## config.mk

```make
export PLATFORM = sky130hd
export DESIGN_NAME = imm_encoder
export DESIGN_NICKNAME = d
export VERILOG_FILES = /design/src/rtl/imm_encoder.sv
export SDC_FILE = /design/constraint.sdc
export NUM_CORES = 1
export LEC_CHECK = 0
export BUFFER_PORTS_ARGS = -buffer_cell sky130_fd_sc_hd__buf_2
export CAP_MARGIN = 20
export CORE_UTILIZATION = 35
export CTS_BUF_LIST = sky130_fd_sc_hd__clkbuf_4 sky130_fd_sc_hd__clkbuf_8 sky130_fd_sc_hd__clkbuf_16
export DETAILED_ROUTE_END_ITERATION = 12
export PLACE_DENSITY_LB_ADDON = 0.05
export REMOVE_ABC_BUFFERS = 1
export SYNTH_ARGS = -nofsm -noshare
export SYNTH_HDL_FRONTEND = slang
export SYNTH_SLANG_ARGS = --single-unit
```

## constraint.sdc

```tcl
create_clock -name clk_i -period 2.6 [get_ports clk_i]
set_clock_uncertainty 0.1 [all_clocks]
set_input_delay 0.39 -clock clk_i [delete_from_list [all_inputs] [get_ports clk_i]]
set_output_delay 0.39 -clock clk_i [all_outputs]
set_load 0.05 [all_outputs]
```

## src/rtl/imm_encoder.sv

```systemverilog
// imm_encoder: packs instruction fields and a 32-bit immediate into an RV32I
// instruction word (the inverse of the pipeline immediate extender). It is used
// by the boot loader and the self-test stub generator. The LI pseudo-op can
// expand into LUI followed by ADDI, which takes two output beats.
//
// Ports:
//   clk_i, rst_n_i          clock, synchronous active-low reset
//   req_valid_i/req_ready_o request handshake (ready is combinational)
//   ImmSrc_i                000 I, 001 S, 010 B, 011 U, 100 J, 101 LI, else reserved
//   Opcode_i, Rd_i, Rs1_i, Rs2_i, Funct3_i, Imm_i   instruction fields
//   instr_valid_o/instr_ready_i  output handshake
//   Instr_o, Last_o, ErrRange_o  registered output word and its flags
//   WordCount_o             output handshakes since reset (wraps)
module imm_encoder #(
  parameter int DATA_WIDTH = 32,
  parameter int CNT_WIDTH  = 16
) (
  input  logic                  clk_i,
  input  logic                  rst_n_i,
  input  logic                  req_valid_i,
  output logic                  req_ready_o,
  input  logic [2:0]            ImmSrc_i,
  input  logic [6:0]            Opcode_i,
  input  logic [4:0]            Rd_i,
  input  logic [4:0]            Rs1_i,
  input  logic [4:0]            Rs2_i,
  input  logic [2:0]            Funct3_i,
  input  logic [DATA_WIDTH-1:0] Imm_i,
  output logic                  instr_valid_o,
  input  logic                  instr_ready_i,
  output logic [DATA_WIDTH-1:0] Instr_o,
  output logic                  Last_o,
  output logic                  ErrRange_o,
  output logic [CNT_WIDTH-1:0]  WordCount_o
);

  typedef enum logic [1:0] {
    ST_EMPTY = 2'd0,
    ST_FULL  = 2'd1,
    ST_LI_HI = 2'd2
  } state_e;

  typedef struct packed {
    logic [DATA_WIDTH-1:0] word;
    logic                  last;
    logic                  err;
    logic                  split;
    logic [DATA_WIDTH-1:0] addi;
  } enc_t;

  // Encode one request. For a split LI, 'word' is the LUI and 'addi' the
  // second beat.
  function automatic enc_t encode(
    input logic [2:0]            src,
    input logic [6:0]            op,
    input logic [4:0]            rd,
    input logic [4:0]            rs1,
    input logic [4:0]            rs2,
    input logic [2:0]            f3,
    input logic [DATA_WIDTH-1:0] imm
  );
    enc_t        e;
    logic [19:0] hi;
    e.word  = 32'h0000_0013;
    e.last  = 1'b1;
    e.err   = 1'b0;
    e.split = 1'b0;
    e.addi  = 32'h0000_0000;
    // Upper 20 bits of (imm + 0x800): rounding compensates for ADDI sign-extension.
    hi      = imm[31:12] + {19'd0, imm[11]};
    case (src)
      3'b000: begin
        e.word = {imm[11:0], rs1, f3, rd, op};
        e.err  = (imm[31:11] != {21{imm[31]}});
      end
      3'b001: begin
        e.word = {imm[11:5], rs2, rs1, f3, imm[4:0], op};
        e.err  = (imm[31:11] != {21{imm[31]}});
      end
      3'b010: begin
        e.word = {imm[12], imm[10:5], rs2, rs1, f3, imm[4:1], imm[11], op};
        e.err  = imm[0] | (imm[31:12] != {20{imm[31]}});
      end
      3'b011: begin
        e.word = {imm[31:12], rd, op};
        e.err  = (imm[11:0] != 12'd0);
      end
      3'b100: begin
        e.word = {imm[20], imm[10:1], imm[11], imm[19:12], rd, op};
        e.err  = imm[0] | (imm[31:20] != {12{imm[31]}});
      end
      3'b101: begin
        if (imm[31:11] == {21{imm[31]}}) begin
          e.word = {imm[11:0], 5'd0, 3'b000, rd, 7'h13};
        end else begin
          e.word = {hi, rd, 7'h37};
          if (imm[11:0] != 12'd0) begin
            e.split = 1'b1;
            e.last  = 1'b0;
            e.addi  = {imm[11:0], rd, 3'b000, rd, 7'h13};
          end else begin
            e.split = 1'b0;
          end
        end
      end
      default: begin
        e.word = 32'h0000_0013;
        e.err  = 1'b1;
      end
    endcase
    return e;
  endfunction

  state_e                state_q, state_d;
  logic                  valid_q, valid_d;
  logic [DATA_WIDTH-1:0] instr_q, instr_d;
  logic [DATA_WIDTH-1:0] pend_q, pend_d;
  logic                  last_q, last_d;
  logic                  err_q, err_d;
  logic [CNT_WIDTH-1:0]  cnt_q, cnt_d;
  logic                  accept_s;
  logic                  fire_s;
  enc_t                  enc_s;

  // Request-side ready depends on state; in LI_HI the ADDI beat owns the slot.
  always_comb begin
    case (state_q)
      ST_EMPTY: req_ready_o = 1'b1;
      ST_FULL:  req_ready_o = instr_ready_i;
      ST_LI_HI: req_ready_o = 1'b0;
      default:  req_ready_o = 1'b0;
    endcase
  end

  assign accept_s = req_valid_i & req_ready_o;
  assign fire_s   = valid_q & instr_ready_i;
  assign enc_s    = encode(ImmSrc_i, Opcode_i, Rd_i, Rs1_i, Rs2_i, Funct3_i, Imm_i);

  // Next-state logic for the output stage.
  always_comb begin
    state_d = state_q;
    valid_d = valid_q;
    instr_d = instr_q;
    pend_d  = pend_q;
    last_d  = last_q;
    err_d   = err_q;
    cnt_d   = cnt_q + {{(CNT_WIDTH-1){1'b0}}, fire_s};
    // Accept only happens when the slot is empty or is draining this cycle.
    if (accept_s) begin
      instr_d = enc_s.word;
      last_d  = enc_s.last;
      err_d   = enc_s.err;
      pend_d  = enc_s.addi;
      valid_d = 1'b1;
      state_d = enc_s.split ? ST_LI_HI : ST_FULL;
    end else begin
      case (state_q)
        ST_EMPTY: begin
          valid_d = 1'b0;
        end
        ST_FULL: begin
          if (fire_s) begin
            valid_d = 1'b0;
            state_d = ST_EMPTY;
          end else begin
            valid_d = 1'b1;
          end
        end
        ST_LI_HI: begin
          if (fire_s) begin
            instr_d = pend_q;
            last_d  = 1'b1;
            err_d   = 1'b0;
            state_d = ST_FULL;
          end else begin
            valid_d = 1'b1;
          end
        end
        default: begin
          valid_d = 1'b0;
          state_d = ST_EMPTY;
        end
      endcase
    end
  end

  // State and output registers with synchronous active-low reset.
  always_ff @(posedge clk_i) begin
    if (!rst_n_i) begin
      state_q <= ST_EMPTY;
      valid_q <= 1'b0;
      instr_q <= '0;
      pend_q  <= '0;
      last_q  <= 1'b0;
      err_q   <= 1'b0;
      cnt_q   <= '0;
    end else begin
      state_q <= state_d;
      valid_q <= valid_d;
      instr_q <= instr_d;
      pend_q  <= pend_d;
      last_q  <= last_d;
      err_q   <= err_d;
      cnt_q   <= cnt_d;
    end
  end

  assign instr_valid_o = valid_q;
  assign Instr_o       = instr_q;
  assign Last_o        = last_q;
  assign ErrRange_o    = err_q;
  assign WordCount_o   = cnt_q;

endmodule

```

==> summary.txt, run 1 <==
Run status
  – Status: finished clean

CTS
  – CTS tree: done
  – Reg clk slew, reported paths: 0.06 ns
  – Clk sink count: 71
  – Num CTS Buffers: 9
  – Clock Latency Late Sink: 0.35 ns
  – Number of post-CTS setup repair buffers: 0
  – Clk root buf: clkbuf_16
  – Hold buffers post-CTS: 0
  – H-tree depth: 3
  – # resized after CTS: 0
  – CTS Buffer Depth: 2

Power
  – LEAKAGE: 2.22 nW
  – Pwr/cell area: 643 nW/um^2
  – Peak supply drop: 297 uV

Timing
  – Fmax: 0.434 GHz
  – RSZ-0062 raised after global routing: false
  – Pins over their slew limit: 0
  – Fin crit share: 88.6%
  – Fin crit period: 2.30 ns
  – Setup TNS: 0 ns
  – Final Hold Fails: 0
  – Final setup violating endpoints: 0
  – Final WS setup: between 0.2 and 0.3 ns
  – Least-Margin Pin Slew: between 0.8 and 0.9 ns
  – Normalized max-slew margin: 41.4%

Synthesis
  – Largest family of logic cells by synthesized area: compound AO/OA/AOI/OAI gates
  – Synth area leaders: dfxtp_1 33%, o21ai_0 6.0%, xnor2_1 4.3%, a22oi_1 4.2%, nand2_1 4.0%
  – Adder-cell share of the synthesized area: under 10%
  – Register area share after synthesis: between 30% and 40%
  – Area share of the largest cell type after synthesis: 33.3%
  – Syn Area/Cell: 8.03 sq um
  – Mapped cell area: 4270 sq um
  – Post-Synth XOR/XNOR Area: 6.56%
  – Post-synth EDFFs: 0
  – Synth Register Bits: 71
  – Ys Warns: 0
  – Most used flip-flop cell after synthesis: dfxtp_1
  – Post-Synth Simple-Gate Area: 21.0%
  – Synth Area in Compound Gates: 30.5%
  – Area leader, netlist: dfxtp_1
  – Unique masters post-synth: 57
  – Ys async rst share: 0%
  – Syn Inst Count: 532
  – Post-synthesis mux area share: around 1.0%

Floorplanning
  – Die Wd: 112 um
  – Core footprint: 11,700 sq um
  – Num rows: 39
  – Total I/O pin count: ~120
  – Die Ht: 112 um
  – Die ar.: 12,600 sq um
  – Initial Util: ~37%

Placed design
  – Detailed placer's ending HPWL: approximately 11,000 um
  – Post-Place Setup Slack: 0.155 ns
  – # placed instances: 774
  – PortBufs: about 120
  – Routability Congestion: 0.868

Detailed routing
  – 1st-pass router iterations: 6
  – Final WL: 14,800 um
  – ANT nets after route: 0
  – Wire length per cell: ~19 um
  – # DRC: 0
  – Vias: 4,531
  – Vias per cell: 5.74
  – Drt first-iter violations: 350

Finish
  – Area taken by multi-input logic gates: around 2600 sq um
  – Layout fillers: 1,185
  – Register area: 1420 sq um
  – Nets: 713
  – Layout cell share with drive strength beyond 1: 26.4%
  – Util after Layout: 46.3%
  – # diodes: 0
  – P&R area growth vs syn: 26.3%
  – Post-Layout Cell Count: 790

Critical path
  – Startpoint types: flip-flop
  – Max incr delay on CP: roughly 0.58 ns
  – Crit Path Class: flip-flop to flip-flop
  – CP Capture Type: flip-flop
  – Crit path max fanout: 14
  – Buf/Inv on CP: 1
  – WP data required: about 2.8 ns
  – Max stage delay cell, worst path: and2_1
  – Worst path arrival time: about 2.5 ns
  – Delay-heaviest family, CP: simple AND/OR/NAND/NOR gates
  – Crit-path cells: inv_1 -> ha_1 -> a21o_1 -> nand2_1 -> and2_1 -> a22o_1

Global route
  – First-pass GRT wire length: 23,700 um
  – Vias in the first global route: 4,341
  – Pin count of the biggest net entering global routing: 46
  – Initial antenna violation count: 0
  – Tot GR Track Use: between 20% and 30%
  – GRT overflow: 0

Worst hold path
  – Worst hold-check path type: primary input to flip-flop

Job
  – Max-Cap Viols: 0
layout by cell type (no fill, tap or decap), types with 4 or more instances in the layout:
cell / n
buf_2: 115
dfxtp_1: 71
o21ai_0: 50
nand2_1: 46
nor2_1: 30
nand3_1: 27
a22oi_1: 24
buf_4: 24
and2_1: 21
xnor2_1: 21
a21oi_1: 18
o211ai_1: 14
a21boi_0: 12
xor2_1: 11
inv_1: 10
nor2b_1: 10
a221oi_1: 10
nand4_1: 9
nor4_1: 9
a22o_1: 9
clkbuf_16: 9
a31oi_1: 7
ha_1: 7
a32o_1: 6
or3_1: 6
nor3_1: 5
o221ai_1: 5
o21ai_1: 5
a21o_1: 4
and3_1: 4
o22ai_1: 4
o22a_1: 4
a211oi_1: 4
cell type report:
cell class              instances  share of cell area (%)
well taps                     143                    3.32
clock inverters                 5                    1.97
repair buffers                141                    14.8
multi-input cells             409                    48.5
clock buffers                  11                    4.45
inverters                      10                   0.696
flip-flops and latches         71                    26.4
metal layers:
layer	GRT usage [%]	part of all wire, %	vias up
met5	0	0	-
met4	6.58	1.1	0
met3	6.70	6.3	9
met2	37.9	45	168
met1	32.9	47	2161
li1	-	-	2193
per-stage QoR:
step,hold WS [ns],instance area [sq um],power (mW)
floorplan,0.320,4070,1.69
global placement,0.336,5050,2.02
detailed placement,0.350,5050,2.02
CTS,0.189,5390,3.49
global route,0.205,5390,3.61
finish,0.204,5390,3.47
path summary, 6_finish.rpt:
| check | to | startpoint | cells after the start | slack, ns |
|---|---|---|---|---|
| worst max-delay path | pend_q[15] | state_q[1] | 6 | 0.30 |
| worst min-delay path | pend_q[17] | Rd_i[2] | 2 | 0.20 |
| worst min register to register | pend_q[30] | pend_q[30] | 1 | 0.36 |
| worst max register to register | pend_q[15] | state_q[1] | 6 | 0.30 |
where the power goes:
group	internal [mW]	leakage, nW	switching (mW)
logic	0.255	1.48	0.566
clock network	0.961	0.167	0.501
registers	1.15	0.579	0.0331
total	2.37	2.22	1.10
synth_stat cells, types with 2 or more instances:
master	count
a211oi_1	4
a21boi_0	12
a21o_1	4
a21oi_1	18
a221oi_1	10
a22o_1	9
a22oi_1	24
a31oi_1	7
a32o_1	6
and2_1	21
and3_1	4
buf_2	7
buf_4	2
buf_6	2
clkbuf_1	28
dfxtp_1	71
ha_1	7
inv_1	10
mux2_2	3
nand2_1	46
nand3_1	27
nand4_1	9
nor2_1	30
nor2b_1	10
nor3_1	5
nor4_1	9
o211a_1	2
o211ai_1	14
o21a_1	2
o21ai_0	51
o21ai_1	5
o221ai_1	5
o22a_1	4
o22ai_1	4
or2_2	2
or3_1	6
or4_1	2
xnor2_1	21
xor2_1	11
cell families (layout without fill, tap and decap cells):
| family | Yosys count | count (layout) |
|---|---|---|
| mux | 4 | 4 |
| simple gates | 177 | 177 |
| xor+xnor | 32 | 32 |
| compound gates | 189 | 189 |
| buf+inv | 52 | 167 |
| fa+ha+maj | 7 | 7 |
| flops | 71 | 71 |
state kept, by name (all words and copies together), names as in the netlist:
name and count:
Instr_o 32, pend_q 18, WordCount_o 16, state_q 2, ErrRange_o 1, Last_o 1, instr_valid_o 1
(Power assumes the default switching activity.)
==> inputs of run 2 (changes only) <==
--- a/config.mk
+++ b/config.mk
@@ -7,7 +7,7 @@
 export LEC_CHECK = 0
 export BUFFER_PORTS_ARGS = -buffer_cell sky130_fd_sc_hd__buf_2
 export CAP_MARGIN = 20
-export CORE_UTILIZATION = 35
+export CORE_UTILIZATION = 53
 export CTS_BUF_LIST = sky130_fd_sc_hd__clkbuf_4 sky130_fd_sc_hd__clkbuf_8 sky130_fd_sc_hd__clkbuf_16
 export DETAILED_ROUTE_END_ITERATION = 12
 export PLACE_DENSITY_LB_ADDON = 0.05
==> run 2 against run 1 <==
  * Critical path depth rose by 3
  * Cell count down 5.2%
  * Count of clock-buffer cells in the layout is 2 lower
  * Power fell by 15%
  * First-iteration DRC count down 9.1%
  * Worst hold slack worse by 0.029 ns
  * Sequential share of layout area is 1.0 points higher
  * Critical endpoint is now Instr_o[25]
  * Largest cell class unchanged
  * Largest power group is now sequential cells
  * Highest routed layer unchanged
==> summary.txt, run 2 (synthesized netlist as in run 1, its figures left out) <==
Timing
  – Setup TNS: 0 ns
  – Final WS setup: 0.341 ns
  – Fin crit share: 86.9%
  – Normalized max-slew margin: 44.6%
  – Least-Margin Pin Slew: 0.822 ns
  – Final Hold Fails: 0
  – Fin crit period: 2.26 ns
  – Final setup violating endpoints: 0
  – RSZ-0062 raised after global routing: false
  – Fmax: 0.443 GHz
  – Pins over their slew limit: 0

Finish
  – Largest register FFs: 32
  – Leading cell types in the layout, fill and taps excluded: 115 x buf_2, 71 x dfxtp_1, 50 x o21ai_0
  – P&R area growth vs syn: 21.5%
  – Util after Layout: 66.8%
  – Layout fillers: about 730
  – Layout cell share with drive strength beyond 1: 26.4%
  – # diodes: 0
  – Most common cell after layout, fill and taps aside: buf_2
  – Nets: 713

Global route
  – First-pass GRT wire length: ~21,000 um
  – Vias in the first global route: 4,294
  – Pin count of the biggest net entering global routing: 44
  – Initial antenna violation count: 0
  – GRT overflow: 0
  – Tot GR Track Use: 31.9%

Critical path
  – Max incr delay on CP: 0.33 ns
  – Max stage delay cell, worst path: dfxtp_1
  – Worst path arrival time: about 2.4 ns
  – Crit path max fanout: 13
  – R2r endpoint: Instr_o[25]
  – Worst R2R Path Depth: 9
  – Startpoint types: flip-flop
  – Crit Path Class: flip-flop to flip-flop
  – Worst r2r src: state_q[1]
  – CP Capture Type: flip-flop
  – Crit-path cells: inv_1 -> ha_1 -> a21o_1 -> nand2_1 -> buf_4 -> a221oi_1 -> o21ai_0 -> a32oi_1 -> o21ai_1
  – R2R Setup Slk: 0.34 ns
  – WP data required: approximately 2.8 ns

CTS
  – Clk root buf: clkbuf_8
  – CTS tree: done
  – CTS Buffer Depth: 2
  – Clk sink count: 71
  – Clock Latency Late Sink: roughly 0.36 ns
  – H-tree depth: 3
  – Num CTS Buffers: 9
  – Reg clk slew, reported paths: 0.09 ns
  – # resized after CTS: 0
  – Hold buffers post-CTS: 0
  – Number of post-CTS setup repair buffers: 0

Power
  – Peak supply drop: between 300 and 400 uV
  – Total Power: 2.94 mW
  – Pwr/cell area: 566 nW/um^2
  – LEAKAGE: 2.15 nW

Job
  – Max-Cap Viols: 0

Floorplanning
  – Die Ht: 91.8 um
  – Num rows: 32
  – Die ar.: 8420 sq um
  – Total I/O pin count: 116
  – Core footprint: a little under 8000 sq um
  – Die Wd: between 90 and 100 um
  – Initial Util: a little over half

Worst hold path
  – Worst hold-check path type: primary input to flip-flop
  – Hold Crit Depth: 2
  – Worst Min Path Start: Rd_i[2]
  – Hold endpoint: pend_q[17]

Placed design
  – Post-Place Setup Slack: 0.152 ns
  – Routability Congestion: 0.942
  – PortBufs: around 120
  – Detailed placer's ending HPWL: 9650 um

Detailed routing
  – Vias per cell: about 6.1
  – # DRC: 0
  – Drt first-iter violations: ~320
  – ANT nets after route: 0
  – Final WL: 13,200 um
  – Wire length per cell: around 18 um
  – 1st-pass router iterations: 5
  – Vias: between 4,000 and 5,000

Run status
  – Status: finished clean
run 2: cell types whose count changed in the layout (fill, tap and decap cells not counted), sizes merged:
| cell | change |
|---|---|
| clkinvlp | +1 |
| clkbuf | -2 |
| bufinv | -2 |
| clkinv | +1 |
| inv | +2 |
run 2: cell type report:
class | instances | area [sq um] | area share [%]
flip-flops and latches | 71 | 1420 | 27.4
clock buffers | 9 | 124 | 2.39
multi-input cells | 409 | 2610 | 50.4
clock inverters | 7 | 80.1 | 1.54
repair buffers | 141 | 783 | 15.1
inverters | 10 | 37.5 | 0.724
well taps | 102 | 128 | 2.46
run 2: metrics by stage:
step / hold slack [ns] / instance area [sq um] / instances
floorplan: 0.320 / 4070 / 490
global placement: 0.342 / 4980 / 733
detailed placement: 0.354 / 4980 / 733
CTS: 0.162 / 5190 / 749
global route: 0.167 / 5190 / 749
finish: 0.175 / 5190 / 749
run 2: worst max-delay path by stage:
stage / start / endpoint / depth (start not counted)
after global routing: state_q[1] / Instr_o[25] / 9
after CTS: state_q[1] / Instr_o[25] / 9
after floorplan: instr_valid_o / Instr_o[28] / 6
final: state_q[1] / Instr_o[25] / 9
after global placement: Imm_i[23] / state_q[1] / 8
after detailed placement: Imm_i[25] / ErrRange_o / 10
run 2: where the power goes:
part           internal [mW]  leakage, nW  switching [mW]
Sequential              1.15        0.579          0.0313
Combinational          0.252         1.47           0.551
Clock                  0.453       0.0964           0.501
run 2: metal layers:
metal  part of all wire, %  global-route usage [%]  wire length, um
met1                    45                    42.8             5920
met2                    45                    50.1             5870
met3                   7.2                    5.56              949
met4                   3.1                    14.5              413
met5                     0                       0                0
run 2: worst max-delay path, delay by kind of cell (launching register included):
family,cells,cell delay (ns)
adder cells (fa/ha/maj),1,0.21
buffers and inverters,2,0.39
AND/OR/NAND/NOR,1,0.32
AO/OA/AOI/OAI,5,0.80
flip-flops,1,0.33
==> inputs of run 3 (changes only) <==
--- a/config.mk
+++ b/config.mk
@@ -10,7 +10,8 @@
 export CORE_UTILIZATION = 53
 export CTS_BUF_LIST = sky130_fd_sc_hd__clkbuf_4 sky130_fd_sc_hd__clkbuf_8 sky130_fd_sc_hd__clkbuf_16
 export DETAILED_ROUTE_END_ITERATION = 12
-export PLACE_DENSITY_LB_ADDON = 0.05
+export PLACE_DENSITY = 0.81
+export RECOVER_POWER = 100
 export REMOVE_ABC_BUFFERS = 1
 export SYNTH_ARGS = -nofsm -noshare
 export SYNTH_HDL_FRONTEND = slang
==> run 3 against run 2 <==
  * Global-route usage grew 0.55 points
  * Critical path depth fell by 1
  * Register-to-register slack worse by 0.02 ns
  * Combinational power decreased by 2.7%
  * Count of clock-buffer cells in the layout did not move
  * Largest power group unchanged
==> summary.txt, run 3 (synthesized netlist as in run 1, its figures left out) <==
Timing
  – Final setup violating endpoints: 0
  – Fin crit share: 87.8%
  – Hold WS: 0.186 ns
  – Normalized max-slew margin: 51.4%
  – Final Hold Fails: 0
  – Fin crit period: approximately 2.3 ns
  – Pins over their slew limit: 0
  – Fmax: between 0.4 and 0.5 GHz
  – RSZ-0062 raised after global routing: false
  – Least-Margin Pin Slew: 0.728 ns

Power
  – NetSw: 1.04 mW
  – Clk network pwr share: 31.1%
  – Peak supply drop: 248 uV
  – Seq pwr share: 41.5%
  – Internal cell power: 1.81 mW
  – LEAKAGE: 1.91 nW
  – Pwr/cell area: 564 nW/um^2
  – Sw Share: between 30% and 40%
  – Comb power frac: between 20% and 30%
  – Total Power: 2.86 mW

Critical path
  – Critical path origin: state_q[1]
  – R2R Setup Slk: roughly 0.32 ns
  – WP data required: 2.80 ns
  – Crit Path Class: flip-flop to flip-flop
  – Worst r2r src: state_q[1]
  – Worst R2R Path Depth: 8
  – Critical Path Sink: pend_q[26]
  – CP Capture Type: flip-flop
  – R2r endpoint: pend_q[26]
  – Crit path max fanout: 6
  – Startpoint types: flip-flop
  – Worst path arrival time: 2.48 ns

Detailed routing
  – Vias: 4,706
  – Drt first-iter violations: 371
  – Wire length per cell: 18.0 um
  – Vias per cell: 6.31
  – Final WL: around 13,000 um
  – ANT nets after route: 0
  – 1st-pass router iterations: 5
  – # DRC: 0

Global route
  – Tot GR Track Use: 32.5%
  – Met3 Usage GRT: 6.88%
  – Met1 demand-to-capacity share in global routing: 43.1%
  – First-pass GRT wire length: 21,700 um
  – Met2 Use GR: 52.5%
  – GRT overflow: 0
  – Vias in the first global route: 4,423
  – GRT busiest layer: met2
  – Pin count of the biggest net entering global routing: 40
  – Initial antenna violation count: 0

CTS
  – CTS tree: done
  – Reg clk slew, reported paths: about 0.080 ns
  – Num CTS Buffers: 9
  – Hold buffers post-CTS: 0
  – Clock Latency Late Sink: 0.35 ns
  – H-tree depth: 3
  – Number of post-CTS setup repair buffers: 0
  – CTS Buffer Depth: 2
  – Clk root buf: clkbuf_8
  – # resized after CTS: 0
  – Clk sink count: 71

Finish
  – Most common cell after layout, fill and taps aside: dfxtp_1
  – P&R area growth vs syn: 18.7%
  – Layout cell share with drive strength beyond 1: 17.4%
  – Largest register FFs: 32
  – Nets: just over 700
  – # diodes: 0
  – Leading cell types in the layout, fill and taps excluded: 71 x dfxtp_1, 63 x buf_2, 57 x o21ai_0

Placed design
  – Detailed placer's ending HPWL: 9740 um
  – PortBufs: 115
  – Routability Congestion: 0.990

Job
  – Max-Cap Viols: 0

Floorplanning
  – Total I/O pin count: 116
  – Die Ht: 91.8 um
  – Num rows: 32
  – Die ar.: roughly 8400 sq um
  – Die Wd: 91.8 um
  – Core footprint: 7770 sq um
  – Initial Util: roughly 55%

Worst hold path
  – Worst hold-check path type: primary input to flip-flop

Run status
  – Status: finished clean
run 3: cell count changes in the layout (fill, tap and decap cells not counted), sizes merged:
cell	delta
clkinvlp	-2
clkbuf	+54
inv	-2
clkinv	+3
buf	-56
run 3: worst min-delay path by stage:
stage,from,end,slack [ns],depth (start not counted)
after CTS,Rd_i[2],pend_q[17],0.18,2
after global placement,pend_q[25],pend_q[25],0.34,2
after global routing,Rd_i[3],pend_q[18],0.18,2
after detailed placement,pend_q[25],pend_q[25],0.34,2
after floorplan,pend_q[25],pend_q[25],0.32,2
final,Rd_i[4],pend_q[19],0.19,2
run 3: metal layers:
metal / part of all wire, % / vias up
li1: - / 2190
met1: 43 / 2218
met2: 45 / 279
met3: 9.8 / 19
met4: 1.6 / 0
met5: 0 / -
run 3: cell type report:
type                       instances  area [sq um]
clock inverter                     6          62.6
sequential                        71          1420
tap                              102           128
multi-input combinational        409          2600
fill                             732          2700
inverter                          10          37.5
timing repair buffer             139           697
clock buffer                       9           124
run 3: critical path, stage by stage, from the launching register on:
cell and delay (ns):
dfxtp_1 0.34, inv_1 0.08, ha_1 0.21, a21o_1 0.18, and2_0 0.19, and2_0 0.20, o21ai_0 0.17, nor2_1 0.51
a22o_1 0.24
run 3: power by group through the flow:
stage	combinational, mW	clock (mW)	sequential [mW]
after CTS	0.791	0.888	1.18
after global routing	0.837	0.935	1.19
after global placement	0.778	0	1.20
after detailed placement	0.789	0	1.21
final	0.782	0.889	1.19
after floorplan	0.301	0	1.39
run 3: stage by stage:
stage	cell area, sq um	TNS, ns	setup slack (ns)	std cells	util [%]
5_1_grt	5070	0	0.169	746	65.2
3_3_place_gp	4970	0	0.270	731	64.0
4_1_cts	5150	0	0.446	746	66.4
6_report	5070	0	0.318	746	65.2
3_5_place_dp	4970	0	0.210	731	64.0
2_1_floorplan	4070	-16.21	-0.954	490	-
